`config.mk`:
```
export PLATFORM = sky130hd
export DESIGN_NAME = ps2_keycode_rx
export DESIGN_NICKNAME = d
export VERILOG_FILES = /design/src/rtl/ps2_pkg.sv /design/src/rtl/ps2_sync_filter.sv /design/src/rtl/ps2_keycode_rx.sv
export SDC_FILE = /design/constraint.sdc
export NUM_CORES = 1
export LEC_CHECK = 0
export CORE_MARGIN = 10
export CORE_UTILIZATION = 52
export DETAILED_ROUTE_END_ITERATION = 12
export GPL_ROUTABILITY_DRIVEN = 1
export GPL_TIMING_DRIVEN = 1
export HOLD_SLACK_MARGIN = 0.05
export PLACE_DENSITY = 0.78
export SLEW_MARGIN = 10
export SYNTH_ARGS = -nofsm -noshare
export SYNTH_HDL_FRONTEND = slang
export SYNTH_SLANG_ARGS = --single-unit
```
`constraint.sdc`:
```
create_clock -name clk -period 2.05 [get_ports clk]
set_input_delay 0.3075 -clock clk [delete_from_list [all_inputs] [get_ports clk]]
set_output_delay 0.3075 -clock clk [all_outputs]
set_load 0.005 [all_outputs]
```
`src/rtl/ps2_pkg.sv`:
```
// ps2_pkg: shared PS/2 receiver types and constants.
package ps2_pkg;
    typedef enum logic [1:0] {IDLE, DATA, PARITY, STOP} state_t;
    localparam logic [7:0] PS2_BREAK = 8'hF0;
    localparam logic [7:0] PS2_EXT = 8'hE0;
    localparam int FRAME_LEN = 11;
endpackage

```
`src/rtl/ps2_sync_filter.sv`:
```
// ps2_sync_filter: synchronizes ps2_clk/ps2_data, deglitches the clock and emits a falling-edge strobe.
module ps2_sync_filter #(
    parameter int SYNC_STAGES = 2,
    parameter int FILTER_LEN = 8
) (
    input  logic clk,
    input  logic rst,
    input  logic ps2_clk,
    input  logic ps2_data,
    output logic fall,
    output logic data
);
    localparam int FW = $clog2(FILTER_LEN + 1);
    logic [SYNC_STAGES-1:0] clk_s, data_s;
    logic [FW-1:0] cnt;
    logic filt, sclk, flip;
    assign sclk = clk_s[SYNC_STAGES-1];
    assign data = data_s[SYNC_STAGES-1];
    // the FILTER_LEN-th consecutive differing sample flips the filtered level
    assign flip = (sclk != filt) && (cnt == FW'(FILTER_LEN - 1));
    always_ff @(posedge clk) begin
        if (rst) begin
            clk_s <= '1;
            data_s <= '1;
            filt <= 1'b1;
            cnt <= '0;
            fall <= 1'b0;
        end else begin
            clk_s <= SYNC_STAGES'({clk_s, ps2_clk});
            data_s <= SYNC_STAGES'({data_s, ps2_data});
            filt <= flip ? ~filt : filt;
            cnt <= (sclk == filt || flip) ? '0 : cnt + 1'b1;
            fall <= flip & filt;
        end
    end
endmodule

```
`src/rtl/ps2_keycode_rx.sv`:
```
// ps2_keycode_rx: PS/2 device-to-host receiver feeding a 32-bit scancode history.
// Optional frame timeout enabled with PS2_TIMEOUT_EN.
module ps2_keycode_rx #(
    parameter int SYNC_STAGES = 2,
    parameter int FILTER_LEN = 8,
    parameter int TIMEOUT_CYCLES = 200000
) (
    input  logic        clk,
    input  logic        rst,
    input  logic        ps2_clk,
    input  logic        ps2_data,
    output logic [31:0] keycode,
    output logic        key_valid,
    output logic        parity_err,
    output logic        frame_err
);
    import ps2_pkg::*;
    state_t state, state_n;
    logic [2:0] cnt, cnt_n;
    logic [7:0] sh, sh_n;
    logic par, par_n;
    logic [31:0] kc_n;
    logic kv_n, pe_n, fe_n;
    logic fall, data;
    ps2_sync_filter #(.SYNC_STAGES(SYNC_STAGES), .FILTER_LEN(FILTER_LEN)) u_sf (
        .clk(clk), .rst(rst), .ps2_clk(ps2_clk), .ps2_data(ps2_data), .fall(fall), .data(data)
    );
`ifdef PS2_TIMEOUT_EN
    localparam int TW = $clog2(TIMEOUT_CYCLES + 1);
    logic [TW-1:0] to_cnt, to_n;
    always_ff @(posedge clk) to_cnt <= rst ? '0 : to_n;
`endif
    always_ff @(posedge clk) begin
        if (rst) begin
            state <= IDLE;
            cnt <= '0;
            sh <= '0;
            par <= 1'b0;
            keycode <= '0;
            key_valid <= 1'b0;
            parity_err <= 1'b0;
            frame_err <= 1'b0;
        end else begin
            state <= state_n;
            cnt <= cnt_n;
            sh <= sh_n;
            par <= par_n;
            keycode <= kc_n;
            key_valid <= kv_n;
            parity_err <= pe_n;
            frame_err <= fe_n;
        end
    end
    always_comb begin
        state_n = state;
        cnt_n = cnt;
        sh_n = sh;
        par_n = par;
        kc_n = keycode;
        kv_n = 1'b0;
        pe_n = 1'b0;
        fe_n = 1'b0;
        if (fall) begin
            case (state)
                IDLE: begin
                    state_n = data ? IDLE : DATA;
                    cnt_n = '0;
                end
                DATA: begin
                    sh_n = {data, sh[7:1]};
                    cnt_n = cnt + 3'd1;
                    state_n = (cnt == 3'd7) ? PARITY : DATA;
                end
                PARITY: begin
                    par_n = data;
                    state_n = STOP;
                end
                STOP: begin
                    state_n = IDLE;
                    kv_n = data && (^{sh, par});
                    fe_n = !data;
                    pe_n = data && !(^{sh, par});
                    kc_n = kv_n ? {keycode[23:0], sh} : keycode;
                end
                default: state_n = IDLE;
            endcase
        end
`ifdef PS2_TIMEOUT_EN
        to_n = (fall || state == IDLE) ? '0 : to_cnt + 1'b1;
        // timeout overrides any strobe landing on the same cycle
        if (state != IDLE && to_cnt == TW'(TIMEOUT_CYCLES)) begin
            state_n = IDLE;
            cnt_n = '0;
            sh_n = sh;
            par_n = par;
            kc_n = keycode;
            kv_n = 1'b0;
            pe_n = 1'b0;
            fe_n = 1'b1;
            to_n = '0;
        end
`endif
    end
endmodule

```
=== Word level (Yosys, flattened, before mapping) ===
Cells that the tools add are included.

* Add/sub/neg operators: 2
* Equal/unequal tests: 7
* Multiplexer cells: 4
* Bitwise logic cells: 4
* Reductions and logical operators: 15

{| class="wikitable"
|+ Operator list
! kind !! count
|-
| 9-bit XOR reduction || 1
|-
| 2-bit case mux with 4 select lines || 1
|-
| 3-bit case mux with 2 select lines || 1
|-
| 2-bit AND reduction || 3
|-
| 4-bit by 1-bit adder with 4-bit output (second input constant) || 1
|-
| 2-bit == test (second input constant) || 2
|-
| 4-bit by 3-bit == test with 1-bit output (second input constant) || 1
|-
| 3-bit by 1-bit adder with 3-bit output (second input constant) || 1
|-
| 3-bit == test (second input constant) || 1
|-
| 1-bit logical AND || 3
|-
| 1-bit NOT || 3
|-
| 3-bit AND reduction || 1
|-
| 3-bit OR reduction || 1
|-
| 2-bit by 1-bit == test with 1-bit output (second input constant) || 1
|-
| 1-bit logical NOT || 2
|-
| 2-bit logical NOT || 1
|-
| 2-bit two-way mux || 1
|-
| 2-bit nonzero test || 1
|-
| 2-bit OR reduction || 1
|-
| 1-bit bitwise AND || 1
|-
| 1-bit == test || 1
|-
| 1-bit logical OR || 1
|-
| 1-bit two-way mux || 1
|-
| 1-bit != test || 1
|}

* Register bits: 59

=== Longest topological paths before layout ===
Gate-level depths: netlist of run 1.

* Depth in word-level cells: 4
* Gate-level depth with buffers: 6

=== By module ===
Synthesis of run 1 repeated with hierarchy kept, for this count alone.

* Cell total of the unflattened synthesis: 229
* Area, all modules: 2399.8 um2

{| class="wikitable"
|+ By module, submodules not included
! module !! instances !! cells each !! area an instance (um2) !! seq. area each (um2)
|-
| ps2_keycode_rx || 1 || 199 || 2047.0 || 980.9
|-
| ps2_sync_filter || 1 || 30 || 352.8 || 200.2
|}

=== Least setup slack after synthesis of run 1 ===
OpenSTA, ideal clock, no wires.

* Kind: flip-flop to flip-flop
* Start: register sh[2]
* End: register keycode[0]
* Data arrival time: 1.631 ns
* Data required time: 1.978 ns
* Path slack: 0.347 ns
* Stages on the path, launching flop included: 7
* Clock period less this slack: 1.703 ns
* Path through: dfxtp_1 -> xnor2_1 -> xnor2_1 -> xnor3_2 -> nor2_8 -> buf_12 -> mux2i_1

* Cells in the longest elaborated chain, start to end: 3

{| class="wikitable"
|+ RTL lines
! what !! line !! source
|-
| from (decl) || ps2_keycode_rx.sv:20 || <nowiki>logic [7:0] sh, sh_n;</nowiki>
|-
| from (signal assigned) || ps2_keycode_rx.sv:46 || <nowiki>sh <= sh_n;</nowiki>
|-
| 9-bit XOR reduction || ps2_keycode_rx.sv:80 || <nowiki>kv_n = data && (^{sh, par});</nowiki>
|-
| 1-bit logical AND || ps2_keycode_rx.sv:80 ||
|-
| 3-bit AND reduction (no source line) || n/a ||
|-
| to (signal assigned) || ps2_keycode_rx.sv:48 || <nowiki>keycode <= kc_n;</nowiki>
|-
| to (decl) || ps2_keycode_rx.sv:12 || <nowiki>output logic [31:0] keycode,</nowiki>
|}

No other way between the ends.
A chain may end at the register's enable or synchronous reset.

=== Worst setup path after layout of run 1 ===
Ends and elaborated chain as after synthesis.

==> impl_metrics.tcl, run 1 <==
set metrics [dict create \
    port_buffers 38 \
    tritoncts "built" \
    cts-hold-fix-buffers 0 \
    synth.lib_cells_used.distinct 26 \
    syn_area_per_cell_um2 10.3 \
    wirelength_um 4330 \
    clk-insertion-delay-late_ps 330 \
    synth_top_area_cells "dfxtp_1 50%, mux2i_1 13%, nand2b_1 10%, xnor2_1 3.3%, a21oi_1 3.0%" \
    maxSlewHeadroom_pct 59.8 \
    sequential_standard_cell_area_um2 1180 \
    synth.ff_latch_count 59 \
    synth_largest_area_cell "dfxtp_1" \
    num_io_pins 39 \
    post_synthesis_instance_area_um2 2370 \
    drt-wirelength-per-cell_um 13.2 \
    origin_of_the_critical_flop_to_flop_path "sh[2]$_SDFFE_PP0P_" \
    seq_area_frac_synth_pct 49.7 \
    timing_max_transition_violations_final 0 \
    nets 279 \
    crit-reg2reg-capture "keycode[0]$_SDFFE_PP0P_" \
    via_count_of_the_first_global_routing_pass 1566 \
    flow.area_growth_from_synthesis_pct 24.8 \
    maximum_number_of_pins_on_one_net_before_global_route_repair 39 \
    p_leak_nw 1.03 \
    rows 24 \
    timing.reg2reg.setup_slack_ps 140 \
    mappedNetlistNets 238 \
    route.antenna.remaining_nets 0 \
    critPathArrivalTime_ps 2160 \
    tns_ps 0 \
    netlist_instances 231 \
    timing_hold_violations_final 0 \
    first_iter_violations 38 \
    drcViolationCount 0 \
    final-setup-viol-count 0 \
    grt_first_pass_wirelength_um 7040 \
    rr_worst_depth 6 \
    worst_hold_startpoint "u_sf.data_s[0]$_SDFF_PP1_" \
    antenna_cells 0 \
    critical_path_peak_fanout 21 \
    cts_made_buffers 9 \
    cts_resized 0 \
    die-area_um2 7670 \
    power_density_nw_per_um2 702 \
    setup.worst_path.start_class "register" \
    layout-drive-gt1-share_pct 8.70 \
    globalRoute.totalOverflow 0 \
    drv.max_cap_violation_count 0 \
    setup.worst_path.end_class "register" \
    detailroute.via_count 1651 \
    required_ps 2310 \
    period_minus_slack_ps 1910 \
    htreeDepth 3 \
    fin_worst_skew_ps 6.07 \
    hold_path_depth 1 \
    timing_worst_slew_pin_value_ps 603 \
    path_clk_slew_ps 60 \
    mostFrequentLayoutCells "59 x dfxtp_1, 39 x nand2b_1, 37 x clkdlybuf4s50_1, 32 x mux2i_1" \
    finalNonFillerCells 328 \
    fp.dieH_um 87.6 \
    antenna_found_initial 0 \
    layout_commonest_cell "dfxtp_1" \
    clkSinkCount 59 \
    start_util_pct 54.2 \
    post_cts.repair.setup_buffers 0 \
    drt_pass1_iterations 4 \
    detail_route.vias_per_cell 5.03 \
    placeableCoreArea_um2 4380 \
    cts-root-to-sink-buffers 2 \
    dieWidth_um 87.6 \
    gr-usage-all-layers_pct 11.7 \
    critical_path_class "register to register" \
    final.setup.worst_slack_ps 144 \
    yosysWarnings 0 \
    combined_area_of_the_multi_input_logic_cells_um2 1110 \
    placement.setup.worst_slack_ps 79.2 \
    achievable-frequency_mhz 525 \
    clockRootBuffer "clkbuf_8" \
    grt_setup_unrepaired "false" \
    replace_congestion 0.772 \
    nFillCells 371 \
    fin_total_pwr_mw 2.08 \
    finalCritPeriodShare_pct 93.0 \
    outcome "finished, final reports clean" \
    place.detailed.hpwl_um 2940 \
    hold_slack_ps 396 \
    min_path_type "register to register" \
    peak_supply_drop_mv 0.680 \
    fraction_of_synthesized_cell_area_taken_by_the_top_area_cell_type_pct 49.7 \
    whs_endpoint "u_sf.data_s[1]$_SDFF_PP1_" \
    dp_cells 313 \
]
-- registers in the layout, summed over array words and instances, names as in the netlist, named ones only --
signal and count:
u_sf.clk_s 2, par 1, frame_err 1, u_sf.fall 1, state 1, parity_err 1
key_valid 1, cnt 3, sh 8, u_sf.cnt 4, u_sf.data_s 2, u_sf.filt 1
keycode 32
-- where the power goes --
part / switching, mW / leakage, nW / internal [mW] / total (mW)
clock: 0.416 / 0.0860 / 0.458 / 0.875
sequential: 0.00536 / 0.476 / 1.15 / 1.16
combinational: 0.0217 / 0.468 / 0.0259 / 0.0476
total: 0.444 / 1.03 / 1.64 / 2.08
-- layout make-up --
class | instances | area share (%)
Tap cell | 52 | 2.20
Sequential cell | 59 | 39.9
Clock inverter | 3 | 0.507
Inverter | 2 | 0.253
Timing Repair Buffer | 43 | 14.8
Multi-Input combinational cell | 157 | 37.5
Clock buffer | 12 | 4.90
-- cells in the mapped netlist --
| library cell | n |
|---|---|
| nor2_8 | 1 |
| nor2_1 | 12 |
| nand2_1 | 14 |
| or2b_1 | 2 |
| nand3_1 | 11 |
| ha_1 | 3 |
| buf_12 | 3 |
| nand4_1 | 1 |
| clkbuf_1 | 10 |
| nand2b_1 | 39 |
| nor3_1 | 3 |
| nand3b_1 | 1 |
| xnor2_1 | 9 |
| a211o_1 | 1 |
| nor3b_1 | 2 |
| and3_1 | 1 |
| xor2_1 | 1 |
| mux2i_1 | 32 |
| xnor3_2 | 1 |
| a21oi_1 | 14 |
| nor2b_1 | 1 |
| dfxtp_1 | 59 |
| nor4b_1 | 2 |
| or2_1 | 4 |
| o21ai_0 | 2 |
| inv_1 | 2 |
-- logic make-up after synthesis --
family	Yosys count	share of synthesized area, %
simple gates	94	22.3
xor+xnor	11	4.69
compound gates	17	3.74
flops	59	49.7
mux	32	13.5
buf+inv	15	4.43
fa+ha+maj	3	1.58
-- per-layer routing --
| layer | GRT usage (%) | wire length, um |
|---|---|---|
| met3 | 7.06 | 383 |
| met4 | 4.78 | 66 |
| met5 | 0 | 0 |
| met2 | 18.9 | 1980 |
| met1 | 12.0 | 1900 |
-- worst max-delay path, stage by stage (launching register included) --
cell and delay, ps:
dfxtp_1 350, xnor2_2 170, xnor2_2 240, xnor3_2 440, nor2_8 200, buf_12 220, mux2i_1 220
-- how the worst max path moves through the flow --
stage                             startpoint                       end  slack, ps  depth (start not counted)
after floorplan           sh[2]$_SDFFE_PP0P_   keycode[0]$_SDFFE_PP0P_        350                          6
after global placement    sh[3]$_SDFFE_PP0P_  keycode[10]$_SDFFE_PP0P_        190                          6
after detailed placement  sh[2]$_SDFFE_PP0P_   keycode[0]$_SDFFE_PP0P_         80                          6
after CTS                 sh[2]$_SDFFE_PP0P_   keycode[0]$_SDFFE_PP0P_         80                          6
after global routing      sh[2]$_SDFFE_PP0P_   keycode[0]$_SDFFE_PP0P_          9                          6
final                     sh[2]$_SDFFE_PP0P_   keycode[0]$_SDFFE_PP0P_        140                          6
-- through the flow --
step | instance area [um2] | utilization [%]
floorplan | 2370 | -
global placement | 2780 | 63.4
detailed placement | 2780 | 63.4
CTS | 2940 | 67.1
global route | 2960 | 67.6
finish | 2960 | 67.6
No activity file was read; power rests on OpenSTA's default activity.
==> run 2: changes to the inputs <==
--- a/config.mk
+++ b/config.mk
@@ -7,6 +7,7 @@
 export LEC_CHECK = 0
 export CORE_MARGIN = 10
 export CORE_UTILIZATION = 52
+export CTS_CLUSTER_SIZE = 40
 export DETAILED_ROUTE_END_ITERATION = 12
 export GPL_ROUTABILITY_DRIVEN = 1
 export GPL_TIMING_DRIVEN = 1
==> results of run 2 <==
No change in the layout: final DEF, timing and power equal those of run 1.
